`config.mk`:
```
export PLATFORM = sky130hd
export DESIGN_NAME = nr_recip_vec_unit
export DESIGN_NICKNAME = d
export VERILOG_FILES = /design/src/rtl/nr_recip_vec_unit_pkg.sv /design/src/rtl/nr_recip_lane.sv /design/src/rtl/nr_recip_vec_unit.sv
export SDC_FILE = /design/constraint.sdc
export NUM_CORES = 1
export LEC_CHECK = 0
export CORE_UTILIZATION = 55
export DETAILED_ROUTE_END_ITERATION = 8
export PLACE_DENSITY = 0.78
export SYNTH_ARGS = -nofsm -noshare
export SYNTH_HDL_FRONTEND = slang
export SYNTH_SLANG_ARGS = --single-unit
```
`constraint.sdc`:
```
create_clock -name clk -period 4.33 [get_ports clk]
set_input_delay 0.433 -clock clk [delete_from_list [all_inputs] [get_ports clk]]
set_output_delay 0.433 -clock clk [all_outputs]
set_load 0.05 [all_outputs]
```
`src/rtl/nr_recip_vec_unit_pkg.sv`:
```
// Shared constants and FSM state type for the vector reciprocal unit.
// Defaults describe a Q3.12 datapath with three lanes.
package nr_recip_vec_unit_pkg;

  localparam int WIDTH = 16;
  localparam int Q_BITS = 12;
  localparam logic [WIDTH-1:0] MAX_16 = 16'h7FFF;
  localparam logic [WIDTH-1:0] MIN_16 = 16'h8000;
  localparam logic [WIDTH-1:0] ONE_FIXED = 16'(1 << Q_BITS);

  typedef enum logic [1:0] {
    IDLE,
    BUSY,
    DONE
  } recip_state_t;

endpackage

```
`src/rtl/nr_recip_lane.sv`:
```
// One reciprocal lane: non-restoring divider of a shifted 1.0 by |d|,
// plus remainder correction, sign restore and saturation.
module nr_recip_lane
  import nr_recip_vec_unit_pkg::*;
#(
  parameter int WIDTH = nr_recip_vec_unit_pkg::WIDTH,
  parameter int Q_BITS = nr_recip_vec_unit_pkg::Q_BITS,
  parameter logic [WIDTH-1:0] MAX = nr_recip_vec_unit_pkg::MAX_16,
  parameter logic [WIDTH-1:0] MIN = nr_recip_vec_unit_pkg::MIN_16
) (
  input  logic             clk,
  input  logic             reset,
  input  logic             clear,
  input  logic             load,
  input  logic             step,
  input  logic             finish,
  input  logic             div_bit,
  input  logic [WIDTH-1:0] d,
  output logic [WIDTH-1:0] recip,
  output logic             sat
);

  localparam int QW = WIDTH + Q_BITS;
  // Remainder stays within (-2|d|-1, 2|d|+1) and |d| needs WIDTH+1 bits.
  localparam int RW = WIDTH + 3;

  logic [WIDTH:0]         mag_reg;
  logic                   neg_reg;
  logic                   zero_reg;
  logic signed [RW-1:0]   rem_reg;
  logic [QW-1:0]          quo_reg;
  logic [WIDTH-1:0]       recip_reg;
  logic                   sat_reg;

  logic [WIDTH:0]         d_ext;
  logic [WIDTH:0]         mag_next;
  logic signed [RW-1:0]   divisor;
  logic signed [RW-1:0]   rem_shift;
  logic signed [RW-1:0]   rem_next;
  logic signed [RW-1:0]   rem_fix;
  logic [QW-1:0]          quo_next;
  logic [WIDTH-1:0]       q_trunc;
  logic [WIDTH-1:0]       recip_next;
  logic                   sat_next;

  always_comb begin
    d_ext     = {d[WIDTH-1], d};
    mag_next  = d[WIDTH-1] ? -d_ext : d_ext;
    divisor   = {{(RW-WIDTH-1){1'b0}}, mag_reg};
    rem_shift = {rem_reg[RW-2:0], div_bit};
    rem_next  = rem_reg[RW-1] ? rem_shift + divisor : rem_shift - divisor;
    // A non-negative partial remainder yields a 1 quotient bit; the bits
    // already form floor(dividend/|d|), only the remainder needs fixing.
    quo_next  = (quo_reg << 1) | {{(QW-1){1'b0}}, ~rem_next[RW-1]};
    rem_fix   = rem_next[RW-1] ? rem_next + divisor : rem_next;
    q_trunc   = quo_next[WIDTH-1:0];

    recip_next = MAX;
    sat_next   = 1'b1;
    if (zero_reg) begin
      recip_next = MAX;
    end else if (quo_next > QW'(MAX)) begin
      recip_next = neg_reg ? MIN : MAX;
    end else begin
      sat_next   = 1'b0;
      recip_next = neg_reg ? -q_trunc : q_trunc;
    end
  end

  always_ff @(posedge clk) begin
    if (reset) begin
      mag_reg   <= '0;
      neg_reg   <= 1'b0;
      zero_reg  <= 1'b0;
      rem_reg   <= '0;
      quo_reg   <= '0;
      recip_reg <= '0;
      sat_reg   <= 1'b0;
    end else begin
      if (clear) begin
        recip_reg <= '0;
        sat_reg   <= 1'b0;
      end
      if (load) begin
        mag_reg  <= mag_next;
        neg_reg  <= d[WIDTH-1];
        zero_reg <= (d == '0);
        rem_reg  <= '0;
        quo_reg  <= '0;
      end
      if (step) begin
        rem_reg <= finish ? rem_fix : rem_next;
        quo_reg <= quo_next;
      end
      if (finish) begin
        recip_reg <= recip_next;
        sat_reg   <= sat_next;
      end
    end
  end

  assign recip = recip_reg;
  assign sat   = sat_reg;

endmodule

```
`src/rtl/nr_recip_vec_unit.sv`:
```
// Lockstep fixed-point reciprocal of CHANNELS divisors with a valid/ready
// handshake, skip early-out and pass-through tag.
module nr_recip_vec_unit
  import nr_recip_vec_unit_pkg::*;
#(
  parameter int WIDTH = nr_recip_vec_unit_pkg::WIDTH,
  parameter int Q_BITS = nr_recip_vec_unit_pkg::Q_BITS,
  parameter int CHANNELS = 3,
  parameter logic [WIDTH-1:0] MAX = nr_recip_vec_unit_pkg::MAX_16,
  parameter logic [WIDTH-1:0] MIN = nr_recip_vec_unit_pkg::MIN_16,
  parameter int TAG_W = 4
) (
  input  logic                      clk,
  input  logic                      reset,
  input  logic                      in_valid,
  output logic                      in_ready,
  input  logic                      in_skip,
  input  logic [TAG_W-1:0]          in_tag,
  input  logic [CHANNELS*WIDTH-1:0] in_dir,
  output logic                      out_valid,
  input  logic                      out_ready,
  output logic [CHANNELS*WIDTH-1:0] out_recip,
  output logic [CHANNELS-1:0]       out_sat,
  output logic                      out_skip,
  output logic [TAG_W-1:0]          out_tag,
  output logic                      busy
);

  localparam int ITER = WIDTH + Q_BITS;
  localparam int CW = $clog2(ITER + 1);
  localparam logic [ITER-1:0] ONE_Q = ITER'(1) << Q_BITS;
  localparam logic [ITER-1:0] DIVIDEND = ONE_Q << Q_BITS;

  recip_state_t     state_reg;
  logic [CW-1:0]    cnt_reg;
  logic [ITER-1:0]  div_sr_reg;
  logic [TAG_W-1:0] tag_reg;
  logic             skip_reg;
  logic             in_ready_reg;
  logic             out_valid_reg;
  logic             busy_reg;

  logic accept;
  logic load;
  logic step;
  logic finish;

  assign accept = (state_reg == IDLE) && in_valid;
  assign load   = accept && !in_skip;
  assign step   = (state_reg == BUSY);
  // The last step and the result write share a cycle so the result lands
  // ITER+1 cycles after acceptance.
  assign finish = step && (cnt_reg == CW'(1));

  always_ff @(posedge clk) begin
    if (reset) begin
      state_reg     <= IDLE;
      cnt_reg       <= '0;
      div_sr_reg    <= '0;
      tag_reg       <= '0;
      skip_reg      <= 1'b0;
      in_ready_reg  <= 1'b1;
      out_valid_reg <= 1'b0;
      busy_reg      <= 1'b0;
    end else begin
      case (state_reg)
        IDLE: begin
          if (in_valid) begin
            tag_reg      <= in_tag;
            skip_reg     <= in_skip;
            in_ready_reg <= 1'b0;
            busy_reg     <= 1'b1;
            if (in_skip) begin
              state_reg     <= DONE;
              out_valid_reg <= 1'b1;
            end else begin
              state_reg  <= BUSY;
              cnt_reg    <= CW'(ITER);
              div_sr_reg <= DIVIDEND;
            end
          end
        end
        BUSY: begin
          cnt_reg    <= cnt_reg - CW'(1);
          div_sr_reg <= div_sr_reg << 1;
          if (cnt_reg == CW'(1)) begin
            state_reg     <= DONE;
            out_valid_reg <= 1'b1;
          end
        end
        DONE: begin
          if (out_ready) begin
            state_reg     <= IDLE;
            out_valid_reg <= 1'b0;
            in_ready_reg  <= 1'b1;
            busy_reg      <= 1'b0;
          end
        end
        default: state_reg <= IDLE;
      endcase
    end
  end

  for (genvar gi = 0; gi < CHANNELS; gi++) begin : g_lane
    nr_recip_lane #(
      .WIDTH (WIDTH),
      .Q_BITS(Q_BITS),
      .MAX   (MAX),
      .MIN   (MIN)
    ) u_lane (
      .clk    (clk),
      .reset  (reset),
      .clear  (accept),
      .load   (load),
      .step   (step),
      .finish (finish),
      .div_bit(div_sr_reg[ITER-1]),
      .d      (in_dir[gi*WIDTH +: WIDTH]),
      .recip  (out_recip[gi*WIDTH +: WIDTH]),
      .sat    (out_sat[gi])
    );
  end

  assign in_ready  = in_ready_reg;
  assign out_valid = out_valid_reg;
  assign out_skip  = skip_reg;
  assign out_tag   = tag_reg;
  assign busy      = busy_reg;

endmodule

```
**After elaboration in Yosys (flattened, before gate mapping)**

Index checks and enable logic that the tools add are counted.

- $add $sub $neg: 16
- Shift operators: 0
- Magnitude comparators: 3
- Equality and inequality tests: 8
- Div/mod/pow operators: 0
- Reductions and logical operators: 18
- Multipliers: 0
- Mux-type cells: 67
- Bitwise operators: 6

Operators by type and width:

| operator | count |
|---|---|
| 2-to-1 mux 16 bit | 16 |
| 2-to-1 mux 19 bit | 13 |
| adder 19 x 18 -> 19 bit | 6 |
| 2-to-1 mux 27 bit | 4 |
| > comparator 28 x 15 -> 1 bit, second input constant | 3 |
| OR 28 x 1 -> 28 bit | 3 |
| subtractor 19 x 18 -> 19 bit | 3 |
| 2-to-1 mux 28 bit | 2 |
| one-hot mux 28 bit (2 select lines) | 1 |
| 2-to-1 mux 17 bit | 3 |
| negator 17 bit | 3 |
| zero test 16 bit | 3 |
| negator 16 bit | 3 |
| 2-to-1 mux 1 bit | 17 |
| 2-to-1 mux 5 bit | 2 |
| one-hot mux 5 bit (2 select lines) | 1 |
| AND reduction 3 bit | 3 |
| 2-to-1 mux 2 bit | 4 |
| != test 2 bit, second input constant | 4 |
| nonzero test 2 bit | 4 |
| one-hot mux 2 bit (3 select lines) | 1 |
| equality test 5 x 1 -> 1 bit, second input constant | 1 |
| AND reduction 5 bit | 1 |
| subtractor 5 x 1 -> 5 bit, second input constant | 1 |
| other kinds (11) | 16 |

- Memories: 0
- Memory bits (writable): 0
- Bits in read-only memories: 0
- Input bits: 57
- Bits in latches: 0
- Flip-flop bits (word level): 289
- Output and inout port bits: 59

**Logic depth before layout (Yosys ltp)**

- Depth in word-level cells: 9
- Gate-level depth with buffers: 24

**Cells and area by module**

Synthesis repeated with hierarchy kept, for this count alone.

- Cell total of the unflattened synthesis: 2,416
- Area, all modules: 18,875.6 um^2

Modules (own cells, without submodules):

| module | area each (um^2) | cells an instance | sequential area each (um^2) | times used |
|---|---|---|---|---|
| nr_recip_lane (g_lane[1].u_lane ...) | 6,072.1 | 780 | 1,641.6 | 2 |
| nr_recip_lane (g_lane[0].u_lane) | 5,869.4 | 763 | 1,641.6 | 1 |
| nr_recip_vec_unit | 862.1 | 93 | 380.4 | 1 |

**Least setup slack after synthesis**

Ideal clock, no wire load.

- Path kind: register to register
- From: register g_lane[1].u_lane.rem_reg[18]
- To: register g_lane[1].u_lane.rem_reg[16]
- Slack: -0.171 ns
- Stages on the path, launching flop included: 20
- Arrival: 4.387 ns
- Library setup time: 0.114 ns
- Buffers on the path: 2
- Clock period less this slack: 4.501 ns
- Required time: 4.216 ns
- Path through: dfxtp_1 -> clkbuf_1 -> clkbuf_1 -> nor2_1 -> xnor2_1 -> ha_1 -> or4_1 -> o21ai_0 -> a21oi_1 -> a21o_1 -> a21oi_1 -> xnor2_1 -> ha_1 -> a21oi_1 -> o21ai_0 -> o41ai_1 -> o21ai_0 -> xor2_1 -> a32o_1 -> a21o_1

- Word-level cells in the longest chain between the ends: 5

Ends and longest elaborated chain:

| element | line | RTL |
|---|---|---|
| from (decl) | nr_recip_lane.sv:30 | `logic signed [RW-1:0] rem_reg;` |
| from (signal assigned) | nr_recip_lane.sv:92 | `rem_reg <= finish ? rem_fix : rem_next;` |
| 2-to-1 mux 19 bit * | nr_recip_lane.sv:51 | `rem_next = rem_reg[RW-1] ? rem_shift + divisor : rem_shift - divisor;` |
| adder 19 x 18 -> 19 bit | nr_recip_lane.sv:55 | `rem_fix = rem_next[RW-1] ? rem_next + divisor : rem_next;` |
| 2-to-1 mux 19 bit | nr_recip_lane.sv:55 |  |
| 2-to-1 mux 19 bit * | nr_recip_lane.sv:92 |  |
| 2-to-1 mux 19 bit * | nr_recip_lane.sv:91 | `if (step) begin` |

Mark *: on every way between the ends. The rest lies on a longest branch, timed or not.
A chain may end at the register's enable or synchronous reset.

**Worst setup path after layout**

- From: register g_lane[1].u_lane.mag_reg[1]
- To: register g_lane[1].u_lane.rem_reg[15]

- Word-level cells in the longest chain between the ends: 6

Ends and longest elaborated chain:

| element | line | RTL |
|---|---|---|
| from (decl) | nr_recip_lane.sv:27 | `logic [WIDTH:0] mag_reg;` |
| from (signal assigned) | nr_recip_lane.sv:85 | `mag_reg <= mag_next;` |
| subtractor 19 x 18 -> 19 bit / adder 19 x 18 -> 19 bit (equally long branches) | nr_recip_lane.sv:51 |  |
| 2-to-1 mux 19 bit | nr_recip_lane.sv:51 |  |
| adder 19 x 18 -> 19 bit | nr_recip_lane.sv:55 |  |
| 2-to-1 mux 19 bit | nr_recip_lane.sv:55 |  |
| 2-to-1 mux 19 bit * | nr_recip_lane.sv:92 |  |
| 2-to-1 mux 19 bit * | nr_recip_lane.sv:91 |  |

Marked as above.

==> summary.md <==
| Metric | Value |
|---|---|
| Pwr Density | `502 nW/µm²` |
| Hold Path Depth | `2` |
| Reg2Reg Setup Slack | `-0.25 ns` |
| Critical Path RT | `4.79 ns` |
| Hold EP | `g_lane[2].u_lane.recip[12]$_SDFFE_PP0P_` |
| Inserted Clock Buffers | `30` |
| Max-slew headroom | `39.6%` |
| # diodes | `0` |
| Initial antenna violation count | `0` |
| Clock skew | `0.0133 ns` |
| Tightest Hold Check Type | `in -> reg` |
| Post-detail-place hpwl | `36.9 mm` |
| Top FF cell, synth | `dfxtp_1` |
| Clk pin slew, worst setup/hold paths | `0.06 ns` |
| Synth Instances | `2,129` |
| Core area | `30,900 µm²` |
| # IOs | `116` |
| Clk buf depth | `3` |
| Layout Utilization | `75.2%` |
| Period minus WS final | `4.58 ns` |
| Post-synth EDFFs | `0` |
| Die H | `180 µm` |
| H-Tree Depth | `1` |
| Worst r2r src | `g_lane[1].u_lane.mag_reg[1]$_SDFFE_PP0P_` |
| Final Hold Viols | `0` |
| Synthesized area | `17,500 µm²` |
| Critical Path End Type | `flip-flop` |
| Area growth syn-to-layout | `32.7%` |
| Maximum fanout along the worst path | `5` |
| Synthesized Nets | `2,323` |
| Fin crit share | `106%` |
| Fin cells | `2,867` |
| Hold Path Origin | `reset` |
| I/O Buffers | `115` |
| Fin. max-slew vios | `0` |
| RR Endpoint | `g_lane[1].u_lane.rem_reg[15]$_SDFFE_PP0P_` |
| Antenna-violating nets left | `0` |
| Met3 Use GR | `3.33%` |
| Die width | `180 µm` |
| Leak | `9.60 nW` |
| Die Area | `32,500 µm²` |
| Largest register FFs | `81` |
| Clock Root Buffer | `clkbuf_16` |
| WL/cell | `19.2 µm` |
| Worst reg2reg path depth | `23` |
| Fill cells | `2,117` |
| Worst stage delay on the critical path | `0.44 ns` |
| Syn avg cell area | `8.22 µm²` |
| Global-route wire length before repair | `83.8 mm` |
| Worst hold slack | `0.331 ns` |
| Total negative slack | `-1.24 ns` |
| Via count | `17,900` |
| Clock sinks | `265` |
| Drt initial violations | `1,534` |
| Worst Setup Path Type | `reg -> reg` |
| Final setup viols | `12` |
| RSZ-0062 raised after global routing | `yes` |
| Final WL | `55.0 mm` |
| Final #Nets | `2,644` |
| Met2 Use GR | `54.8%` |
| Clk_lat worst skew | `0.58 ns` |
| M1 GR Usage | `37.4%` |
| Post-route DRC violation count | `0` |
| Worst IR Drop VDD | `0.000405 V` |
| Tot Pwr | `11.7 mW` |
| WP buf/inv | `4` |
| Max_cap viols | `0` |
| Busiest layer in global routing | `met2` |
| Vias per cell | `6.25` |
| All-Layer GR Usage | `30.8%` |
| Drt pass-1 iters | `9` |
| Routability cong. | `0.961` |
| Initial Utilization | `56.6%` |
| CP max stage cell | `or4_4` |
| Row Count | `64` |
| Worst setup margin | `-0.251 ns` |
| WP data arrival | `5.04 ns` |
| Async set-or-reset flop fraction in the synthesized netlist | `0%` |
| Outcome | `finished with violations` |
| CP Launch Type | `flip-flop` |
| Synth unique cells | `88` |
| Yosys reg bits | `265` |
| Vias in the first global route | `16,900` |
| Violated checks | `setup timing` |
| Worst-Margin Slew | `0.903 ns` |
| Family with the most delay on the worst path | `compound AO/OA/AOI/OAI gates` |
| Syn. warnings | `0` |
| Grt ovf | `0` |
| Crit-path cells | `buf_6 -> nor4_4 -> buf_4 -> buf_6 -> a21oi_4 -> xor2_2 -> ha_2 -> or4_4 -> o21ai_4 -> a211oi_2 -> o41ai_2 -> a21oi_2 -> a21o_1 -> a21oi_2 -> xnor2_1 -> ha_1 -> inv_2 -> nor3_1 -> a31oi_1 -> a21boi_2 -> o311ai_1 -> a32o_2 -> a21o_1` |
| Largest net degree at the start of global routing | `91` |
| Placed insts | `2,755` |
| Sequential area share after synthesis | `30.3%` |
| CTS tree | `yes` |
| Fmax | `218 MHz` |
| Hold_buf cts | `0` |
| Share of cells above drive strength 1 | `23.4%` |
-- power breakdown --
part | switching (mW) | internal [mW]
Combinational | 3.24 | 2.94
Clock | 1.11 | 1.71
Sequential | 0.108 | 2.54
Total | 4.46 | 7.19
-- logic make-up (layout without fill, tap and decap cells) --
| group | count (synthesis) | after routing | share of synthesized area (%) |
|---|---|---|---|
| compound gates | 688 | 688 | 26.5 |
| buf+inv | 171 | 513 | 3.80 |
| simple gates | 644 | 644 | 17.7 |
| fa+ha+maj | 137 | 137 | 10.1 |
| flops | 265 | 265 | 30.3 |
| xor+xnor | 206 | 206 | 10.6 |
| mux | 18 | 18 | 1.14 |
-- Yosys cell counts, types with 57 or more instances --
cell | n | share of area, %
dfxtp_1 | 265 | 30
nor2_1 | 216 | 4.6
a21oi_1 | 194 | 5.5
nand2_1 | 162 | 3.5
ha_1 | 131 | 9.4
xor2_1 | 116 | 5.8
o21ai_0 | 101 | 2.9
xnor2_1 | 87 | 4.4
clkbuf_1 | 86 | 1.8
a22o_1 | 75 | 3.8
inv_1 | 67 | 1.4
a211oi_1 | 60 | 2.6
nor3_1 | 57 | 1.6
-- repair_timing --
action | in CTS | in global routing
endpoints found under the setup margin | 36 | 50
buffers inserted | 25 | 36
resized for setup | 101 | 178
pin swaps | 68 | 149
-- area by class of cell --
class                           count  area (µm²)  area share (%)
Tap cell                          396         495            2.13
Sequential cell                   265        5320            22.9
Multi-Input combinational cell   1693       12800            54.9
Inverter                           70         268            1.15
Clock buffer                       36         823            3.54
Timing Repair Buffer              390        3290            14.2
Clock inverter                     17         268            1.15
-- how the worst max path moves through the flow --
stage,start,to,slack (ns),cells past startpoint
2_1_floorplan,g_lane[1].u_lane.mag_reg[5]$_SDFFE_PP0P_,g_lane[1].u_lane.rem_reg[16]$_SDFFE_PP0P_,-0.01,20
3_3_place_gp,g_lane[1].u_lane.mag_reg[1]$_SDFFE_PP0P_,g_lane[1].u_lane.rem_reg[15]$_SDFFE_PP0P_,-0.18,22
3_5_place_dp,g_lane[1].u_lane.mag_reg[1]$_SDFFE_PP0P_,g_lane[1].u_lane.rem_reg[15]$_SDFFE_PP0P_,-0.32,22
4_1_cts,g_lane[1].u_lane.mag_reg[1]$_SDFFE_PP0P_,g_lane[1].u_lane.rem_reg[15]$_SDFFE_PP0P_,-0.16,23
5_1_grt,g_lane[1].u_lane.mag_reg[4]$_SDFFE_PP0P_,g_lane[1].u_lane.rem_reg[15]$_SDFFE_PP0P_,-0.38,22
6_report,g_lane[1].u_lane.mag_reg[1]$_SDFFE_PP0P_,g_lane[1].u_lane.rem_reg[15]$_SDFFE_PP0P_,-0.25,23
-- stage by stage --
stage | cell area, µm² | setup WS, ns
2_1_floorplan | 17500 | -0.0121
3_3_place_gp | 20500 | -0.181
3_5_place_dp | 20500 | -0.321
4_1_cts | 22100 | -0.159
5_1_grt | 23200 | -0.377
6_report | 23200 | -0.251
-- cells in the final DEF (no fill, tap or decap), types with 31 or more instances in the layout --
| cell type | netlist | layout |
|---|---|---|
| buf_4 | 5 | 264 |
| dfxtp_1 | 265 | 255 |
| nor2_1 | 216 | 199 |
| a21oi_1 | 194 | 155 |
| nand2_1 | 162 | 154 |
| clkdlybuf4s50_1 | 0 | 114 |
| xor2_1 | 116 | 107 |
| ha_1 | 131 | 107 |
| xnor2_1 | 87 | 76 |
| a22o_1 | 75 | 75 |
| o21ai_0 | 101 | 69 |
| inv_1 | 67 | 58 |
| a211oi_1 | 60 | 53 |
| nor3_1 | 57 | 48 |
| a21oi_2 | 4 | 39 |
| nand3_1 | 34 | 33 |
| nand2b_1 | 36 | 32 |
| a21o_1 | 31 | 31 |
-- worst register-to-register path: stages, from the launching register on --
cell and delay (ns):
dfxtp_2 0.33, buf_6 0.13, nor4_4 0.30, buf_4 0.19
buf_6 0.10, a21oi_4 0.05, xor2_2 0.16, ha_2 0.22
or4_4 0.44, o21ai_4 0.10, a211oi_2 0.08, o41ai_2 0.26
a21oi_2 0.11, a21o_1 0.21, a21oi_2 0.15, xnor2_1 0.17
ha_1 0.33, inv_2 0.14, nor3_1 0.08, a31oi_1 0.20
a21boi_2 0.20, o311ai_1 0.10, a32o_2 0.27, a21o_1 0.14
-- metal layers --
metal | up-vias | wire, µm
li1 | 8445 | -
met1 | 8520 | 21900
met2 | 739 | 26700
met3 | 214 | 3420
met4 | 0 | 2900
met5 | - | 0
Note: power is estimated with default switching activity, not from simulation.
